## src/rtl/srff_bist.sv

```systemverilog
// srff_bist: drives s/r into an external SR flip-flop, checks its q against a reference model, counts mismatches.
// Latency: one run takes 2 + 2*NUM_VECS + 1 cycles from the accepted start edge to the end of the done pulse.
// Backpressure: none; start is ignored unless the block is idle. Optional LFSR vectors: define SRFF_BIST_LFSR_EN.
module srff_bist #(
    parameter int         NUM_VECS  = 16,
    parameter int         ERR_W     = 8,
    parameter logic [7:0] LFSR_SEED = 8'hA5
) (
    input  logic             clk,
    input  logic             reset_n,
    input  logic             start,
    output logic             s_out,
    output logic             r_out,
    input  logic             q_in,
    output logic             busy,
    output logic             done,
    output logic             pass,
    output logic [ERR_W-1:0] err_count,
    output logic [7:0]       first_fail
);

    typedef enum logic [2:0] {
        S_IDLE,
        S_INIT_DRV,
        S_INIT_CHK,
        S_DRV,
        S_CHK,
        S_DONE
    } state_t;

    localparam logic [7:0] LAST_IDX = 8'(NUM_VECS - 1);
    localparam logic [7:0] FF_NONE  = 8'hFF;
    localparam logic [7:0] FF_INIT  = 8'hFE;

    // Reject parameter values the index width and LFSR cannot support.
    if (NUM_VECS < 1 || NUM_VECS > 255) begin : g_bad_num_vecs
        $error("srff_bist: NUM_VECS must be in 1..255");
    end
    if (LFSR_SEED == 8'h00) begin : g_bad_seed
        $error("srff_bist: LFSR_SEED must be nonzero");
    end

    state_t           state;
    logic [7:0]       idx;        // index of the vector currently applied
    logic             exp_q;      // reference model of the flip-flop state
    logic [1:0]       issue_vec;  // {s,r} for the vector about to be issued
    logic             issue_q;    // reference state after issue_vec is applied
    logic             mismatch;
    logic [ERR_W-1:0] err_next;

`ifdef SRFF_BIST_LFSR_EN
    logic [7:0] lfsr;
    logic       lfsr_fb;
    logic       to_drv;

    // x^8+x^6+x^5+x^4+1 as a left-shifting Fibonacci register.
    assign lfsr_fb   = lfsr[7] ^ lfsr[5] ^ lfsr[4] ^ lfsr[3];
    assign issue_vec = lfsr[1:0];
    assign to_drv    = (state == S_INIT_CHK) || ((state == S_CHK) && (idx != LAST_IDX));

    // Seed on an accepted start, advance once each time a vector is issued.
    always_ff @(posedge clk or negedge reset_n) begin
        if (!reset_n) begin
            lfsr <= LFSR_SEED;
        end else if ((state == S_IDLE) && start) begin
            lfsr <= LFSR_SEED;
        end else if (to_drv) begin
            lfsr <= {lfsr[6:0], lfsr_fb};
        end
    end
`else
    logic [1:0] issue_sel;

    // Fixed pattern: the next vector index mod 4 selects 10, 00, 01, 11.
    always_comb begin
        issue_sel = (state == S_CHK) ? (idx[1:0] + 2'd1) : 2'd0;
        case (issue_sel)
            2'd0:    issue_vec = 2'b10;
            2'd1:    issue_vec = 2'b00;
            2'd2:    issue_vec = 2'b01;
            default: issue_vec = 2'b11;
        endcase
    end
`endif

    // Reference flip-flop: set on 10, reset on 01, hold on 00 and 11.
    always_comb begin
        issue_q = exp_q;
        case (issue_vec)
            2'b10:   issue_q = 1'b1;
            2'b01:   issue_q = 1'b0;
            default: issue_q = exp_q;
        endcase
    end

    // Case inequality so an unknown q_in is reported as a mismatch in simulation.
    assign mismatch = (q_in !== exp_q);
    assign err_next = (&err_count) ? err_count : (err_count + ERR_W'(1));

    // Run sequencer with registered drive, status and error bookkeeping.
    always_ff @(posedge clk or negedge reset_n) begin
        if (!reset_n) begin
            state      <= S_IDLE;
            idx        <= 8'd0;
            exp_q      <= 1'b0;
            s_out      <= 1'b0;
            r_out      <= 1'b0;
            busy       <= 1'b0;
            done       <= 1'b0;
            pass       <= 1'b0;
            err_count  <= '0;
            first_fail <= FF_NONE;
        end else begin
            done <= 1'b0;
            case (state)
                S_IDLE: begin
                    if (start) begin
                        state      <= S_INIT_DRV;
                        busy       <= 1'b1;
                        err_count  <= '0;
                        pass       <= 1'b0;
                        first_fail <= FF_NONE;
                        idx        <= 8'd0;
                        // Init vector 01 forces the flip-flop to a known 0.
                        s_out      <= 1'b0;
                        r_out      <= 1'b1;
                        exp_q      <= 1'b0;
                    end
                end
                S_INIT_DRV: begin
                    state <= S_INIT_CHK;
                end
                S_INIT_CHK: begin
                    if (mismatch) begin
                        err_count <= err_next;
                        if (first_fail == FF_NONE) begin
                            first_fail <= FF_INIT;
                        end
                    end
                    {s_out, r_out} <= issue_vec;
                    exp_q          <= issue_q;
                    state          <= S_DRV;
                end
                S_DRV: begin
                    state <= S_CHK;
                end
                S_CHK: begin
                    if (mismatch) begin
                        err_count <= err_next;
                        if (first_fail == FF_NONE) begin
                            first_fail <= idx;
                        end
                    end
                    if (idx == LAST_IDX) begin
                        // Verdict includes this final comparison.
                        state <= S_DONE;
                        done  <= 1'b1;
                        s_out <= 1'b0;
                        r_out <= 1'b0;
                        pass  <= (err_count == '0) && !mismatch;
                    end else begin
                        idx            <= idx + 8'd1;
                        {s_out, r_out} <= issue_vec;
                        exp_q          <= issue_q;
                        state          <= S_DRV;
                    end
                end
                S_DONE: begin
                    // A start seen here is dropped; a new run must start from idle.
                    busy  <= 1'b0;
                    state <= S_IDLE;
                end
                default: begin
                    state <= S_IDLE;
                end
            endcase
        end
    end

endmodule

```

## config.mk

```make
export PLATFORM = sky130hd
export DESIGN_NAME = srff_bist
export DESIGN_NICKNAME = d
export VERILOG_FILES = /design/src/rtl/srff_bist.sv
export SDC_FILE = /design/constraint.sdc
export NUM_CORES = 1
export LEC_CHECK = 0
export CORE_UTILIZATION = 40
export DETAILED_ROUTE_END_ITERATION = 6
export GPL_TIMING_DRIVEN = 0
export SLEW_MARGIN = 30
export SYNTH_ARGS = -nofsm -noshare
export SYNTH_HDL_FRONTEND = slang
export SYNTH_SLANG_ARGS = --single-unit
export TNS_END_PERCENT = 30
```

## constraint.sdc

```tcl
create_clock -name clk -period 3.9 [get_ports clk]
set_input_delay 1.17 -clock clk [delete_from_list [all_inputs] [get_ports clk]]
set_output_delay 1.17 -clock clk [all_outputs]
set_load 0.02 [all_outputs]
```

# After elaboration in Yosys (flattened, before gate mapping)

Index checks and enable logic that the tools add are counted.

Bits of input ports: 4
Logic and storage cells: 83
Output and inout bits: 21
Register bits: 33

Reduce and logical (&&, ||, !) cells: 18
Equality and inequality tests: 21
$add $sub $neg: 3
Mux-type cells: 31

Operators by type and width:

| kind                                                | count |
|---|---|
| 2-to-1 mux 8 bit                                    | 9 |
| one-hot mux 8 bit (2 select lines)                  | 2 |
| one-hot mux 8 bit (3 select lines)                  | 1 |
| adder 8 x 1 -> 8 bit, second input constant         | 2 |
| one-hot mux 3 bit (5 select lines)                  | 1 |
| != test 2 bit, second input constant                | 6 |
| one-hot mux 1 bit (3 select lines)                  | 3 |
| AND reduction 3 bit                                 | 3 |
| equality test 8 x 4 -> 1 bit, second input constant | 1 |
| equality test 8 bit, second input constant          | 1 |
| logical NOT 8 bit                                   | 1 |
| 2-to-1 mux 1 bit                                    | 8 |
| AND reduction 8 bit                                 | 1 |
| equality test 3 x 2 -> 1 bit, second input constant | 2 |
| equality test 3 bit, second input constant          | 2 |
| 2-to-1 mux 3 bit                                    | 2 |
| != test 2 x 1 -> 1 bit, second input constant       | 3 |
| one-hot mux 1 bit (2 select lines)                  | 3 |
| one-hot mux 2 bit (3 select lines)                  | 1 |
| AND reduction 6 bit                                 | 1 |
| nonzero test 2 bit                                  | 3 |
| equality test 2 x 1 -> 1 bit, second input constant | 2 |
| equality test 2 bit, second input constant          | 2 |
| AND reduction 2 bit                                 | 2 |
| other kinds (11)                                    | 11 |

# Logic depth before layout (Yosys ltp)

Gate-level depths: netlist of run 1.

Depth in word-level cells: 8
Gate-level depth with buffers: 7
Depth with buffers taken out: 6

# Worst setup path before layout of run 1

No wires, ideal clock.

Path type: in2reg
Start: in q_in
End: reg first_fail[1]
Arrival: 2.413 ns
Stages: 4
Required time: 3.818 ns
Slack: 1.405 ns
Path through: xor2_1 or3b_4 a21oi_4 mux2_4

Longest elaborated chain between the ends: 3
Elaborated cells on any way between the ends: 4
Those cells by class: eq/ne (3); reduce/logical (1)

Ends and longest elaborated chain:

| element                         | RTL line | source |
|---|---|---|
| start, declared                 | 14       | `input logic q_in,` |
| !== test 1 bit *                | 97       | `assign mismatch = (q_in !== exp_q);` |
| != test 2 bit (no line)         | --       |  |
| AND reduction 6 bit (no line) * | --       |  |
| end signal, assigned            | 151      | `first_fail <= idx;` |
| end, declared                   | 19       | `output logic [7:0] first_fail` |

Mark *: on every way between the ends. The rest lies on a longest branch, timed or not.
A chain may end at the register's enable or synchronous reset.

# Worst setup path in the final report of run 1

Same ends and word-level chain as after synthesis.

==> summary.md, run 1 <==
Setup repair after global routing left no endpoint under its margin. Biggest cell delay along the critical path: 0.48 ns. The post-synthesis share of cell area spent on and, or, nand and nor gates was 19.5%. The count of yosys warnings during synthesis came out at 0. The adder and majority gate portion of the synthesized area is 2.82%. Synthesis instantiated 47 different standard cells from the library. Among cell families on the critical path, the largest total delay comes from buffers and inverters. Setup total negative slack on the finished layout was measured at 0 ns. The critical path data required time is 4.12 ns, and the post-CTS setup buffer count is 0. A synthesized cell averages 10.1 µm². The region available for standard cell placement spans 0.00412 mm². The worst setup path is of the in2reg kind.

The total nets after synthesis is 184, and the XOR/XNOR share of the synthesized area is 2.96%. In the final layout, the share of cells above drive strength 1 is 15.8%. The detailed router placed 1,482 vias in this run. Number of synthesized flops with an enable pin: 0. The count of instances resized after the clock tree is built was 0; the slew at the pin with the worst max-slew slack was 0.740 ns. The number of sinks handled by clock tree synthesis is 33, and the power per unit of standard cell area is 729 mW/mm². The worst setup path is launched from an input port.

The top cell types in the final layout, fill and taps aside, are sky130_fd_sc_hd__dfrtp_1 (25), sky130_fd_sc_hd__clkdlybuf4s50_1 (23), sky130_fd_sc_hd__inv_1 (12), sky130_fd_sc_hd__nand2_1 (12), sky130_fd_sc_hd__nor2_1 (11). Entering global routing, the biggest net connects 20 pins. The relative area change from synthesis to final layout was 24.1%; the number of buffers added to fix hold violations after cts was 0. Routability-driven placement finished with a final weighted congestion of 0.811. The floorplan step defined a die boundary enclosing 0.00470 mm². The leading area contributor after synthesis is sky130_fd_sc_hd__dfrtp_1. Clock skew on the completed layout was measured at 0.00860 ns. The first detailed-routing pass ran for 4 iterations. The HPWL after detailed placement is 3070 µm. By area, the combinational part of the netlist is dominated by simple AND/OR/NAND/NOR gates. The finished cells cover 0.00220 mm². The part of the total power dissipated in combinational logic is 48.8%, and the number of cells produced by synthesis is 176.

The switching power was 0.000659 W. Among all flip-flop cells after synthesis, the most frequent one is sky130_fd_sc_hd__dfrtp_1. Net switching is 41.1% of the power. Floorplan die width: 68.6 µm. The routed design has 4140 µm of wire. The internal power of the cells was 0.000944 W; the clock tree buffer depth was 2. In this run the vertical extent of the chip is 68.6 µm. The share of the clock period used by the worst path came out at 73.7%.

The portion of synthesized area spent on multiplexers is 5.43%. The count of buffering cells on the critical path with inverters included works out to 1. Leaving out fill and tap cells, the most frequent cell in the layout is sky130_fd_sc_hd__dfrtp_1. The run gives 0 as the final hold violation count. TritonCTS built the clock tree. The number of register bits inferred by synthesis works out to 33.

The count of buffers added on input and output ports is 24. Dividing the detail-routed wire length by the instance count gives 16.0 µm. For this run, design rule violations remaining after detail routing come to 0. For this design, the slowest cell found on the critical path is sky130_fd_sc_hd__clkdlybuf4s50_1.

The tools report the placed cell area as 0.00210 mm². The max-slew violation count is 0. The run gives 3.09 ns as the arrival time reported for the critical path endpoint. After detailed routing, the number of vias per cell comes to 5.72. The run finished with clean final reports. Timing would allow up to 348 MHz. The share of the synthesized area in compound gates (AO/OA/AOI/OAI) is 17.5%, and the leakage power is 0.910 nW. 25 I/O pins were placed.

The tools report the register share of total power as 33.1%. CTS placed an instance of sky130_fd_sc_hd__clkbuf_8 at the clock tree root. At the end of the flow, the number of nets in the layout was 216. The tool flagged a number of max-cap violations equal to 0. The initialized floorplan defines 23 standard-cell rows. Initial antenna violation count: 0.

By area the synthesized netlist is led by sky130_fd_sc_hd__dfrtp_1 (35%), sky130_fd_sc_hd__dfstp_2 (12%), sky130_fd_sc_hd__mux2i_1 (4.0%), sky130_fd_sc_hd__o211ai_1 (3.0%), sky130_fd_sc_hd__ha_1 (2.8%). The kind of end point of the critical path is a register. The H-tree was split into 2 levels.

The clock transition time at the flip-flop clock pins of the worst setup and hold paths works out to 0.07 ns. The top cell type by area accounts for 35.3% of the synthesized area. Buffers inserted during clock tree synthesis total 5. The sequential fraction of the synthesis area was 47.1%; the total congestion overflow was 0. Clock latency on the worst-skew pair, taken at its later pin, is 0.29 ns. In this run the worst path has a maximum fanout of 8. The initial utilization of the core area, before any placement, comes to 43.1%.

The clock network accounts for 18.1% of the total power. The number of global-route vias before repair was 1,396; the starting DRC count in detailed routing was 127. Counting flops with an async set or reset pin after synthesis yields a share of 100%. VDD sags by at most 0.336 mV. The minimum period implied by the final worst setup slack is 2.87 ns.

Headroom to the max-slew limit came out at 50.0%. The tools report the number of antenna-violating nets in the routed design as 0. The global-route usage over all layers is 19.7%, and the total of endpoints with negative setup slack in the final report is 0. Walking the worst path, the cells encountered are clkdlybuf4s50_1 -> xor2_1 -> or3b_4 -> a21oi_4 -> mux2_4. The run gives 6670 µm as the wire length of the first global-routing pass. The tools report the number of antenna repair diodes as 0. The run gives 0.00177 mm² as the post-synthesis instance area. The min-delay analysis places its worst path in the category reg2reg.
==> routing by layer <==
layer / track usage (%) / routed length [µm]
met5: 0 / 0
met4: 7.81 / 83
met1: 25.9 / 1990
met2: 30.6 / 1890
met3: 5.43 / 181
==> per-stage QoR <==
step | worst slack, ns | total power, W | instances | hold slack [ns] | util (%)
after detailed placement | 0.755 | 0.00131 | 251 | 0.466 | 51.0
after global routing | 0.970 | 0.00171 | 259 | 0.496 | 53.5
after CTS | 1.04 | 0.00161 | 259 | 0.477 | 53.5
after global placement | 0.750 | 0.00129 | 250 | 0.464 | 50.4
final | 1.03 | 0.00160 | 259 | 0.476 | 53.5
after floorplan | 1.40 | 0.00106 | 176 | 0.479 | -
==> logic make-up (layout without fill, tap and decap cells) <==
kind of cell | after synthesis | after routing
AO/OA/AOI/OAI | 43 | 43
multiplexers | 9 | 9
buffers and inverters | 20 | 53
adder cells (fa/ha/maj) | 4 | 4
AND/OR/NAND/NOR | 61 | 61
flip-flops | 33 | 33
XOR/XNOR | 6 | 6
==> power by group through the flow <==
stage               sequential, W  combinational, W  clock, W
floorplan                0.000594          0.000462         0
global placement         0.000530          0.000763         0
detailed placement       0.000536          0.000779         0
CTS                      0.000530          0.000784  0.000293
global route             0.000545          0.000854  0.000314
finish                   0.000530          0.000782  0.000290
==> sequential cells by signal, summed over array words and instances, names as in the netlist, 3 cells and up <==
register,cells
first_fail,8
err_count,8
state,3
idx,8
==> cells in the mapped netlist, drive strengths merged (4+ instances only) <==
| cell type | instances |
|---|---|
| nor3 | 4 |
| nand3 | 7 |
| clkbuf | 5 |
| a21oi | 4 |
| inv | 12 |
| nor2 | 11 |
| o211ai | 7 |
| ha | 4 |
| or3 | 4 |
| nand4 | 4 |
| xnor2 | 5 |
| nor4 | 4 |
| o31ai | 5 |
| dfstp | 8 |
| o21ai | 11 |
| nand2 | 13 |
| dfrtp | 25 |
| mux2i | 7 |
| o21a | 4 |
==> worst paths after layout <==
| path | start | endpoint | slack [ns] | cells after the start |
|---|---|---|---|---|
| max | q_in | first_fail[1] | 1.03 | 5 |
| min | first_fail[6] | first_fail[6] | 0.48 | 2 |
| max reg2reg | state[2] | err_count[6] | 1.97 | 6 |
| min reg2reg | first_fail[6] | first_fail[6] | 0.48 | 2 |
| max in group asynchronous | reset_n | first_fail[6] | 2.62 | 2 |
| min in group asynchronous | reset_n | err_count[2] | 0.78 | 1 |
==> area by class of cell <==
type	count	area, µm²
Multi-Input combinational cell	123	856
Fill cell	379	1920
Clock inverter	1	5.00
Clock buffer	7	96.3
Sequential cell	33	836
Tap cell	50	62.6
Inverter	12	45.0
Timing Repair Buffer	25	263
Buffer	8	36.3
==> tightest hold or removal path, stage by stage (launching register included) <==
cell and delay (ns):
sky130_fd_sc_hd__dfstp_2 0.38, sky130_fd_sc_hd__inv_1 0.05, sky130_fd_sc_hd__mux2i_1 0.05
Note: power is estimated with default switching activity, not from simulation.
==> run 2, diff against run 1 <==
clock period = 2.6 ns   (was 3.9 ns; I/O delays follow)
==> results of run 2 <==
Same layout as run 1 (identical final DEF). Status: complete, no violations.
Among the figures that moved: setup slack after placement 0.755 ns -> -0.155 ns; setup slack after layout 1.03 ns -> 0.115 ns; hold slack 0.476 ns -> 0.394 ns; register-to-register setup slack 1.97 ns -> 0.67 ns; total power 0.00160 W -> 0.00240 W; worst IR drop on VDD 0.336 mV -> 0.504 mV
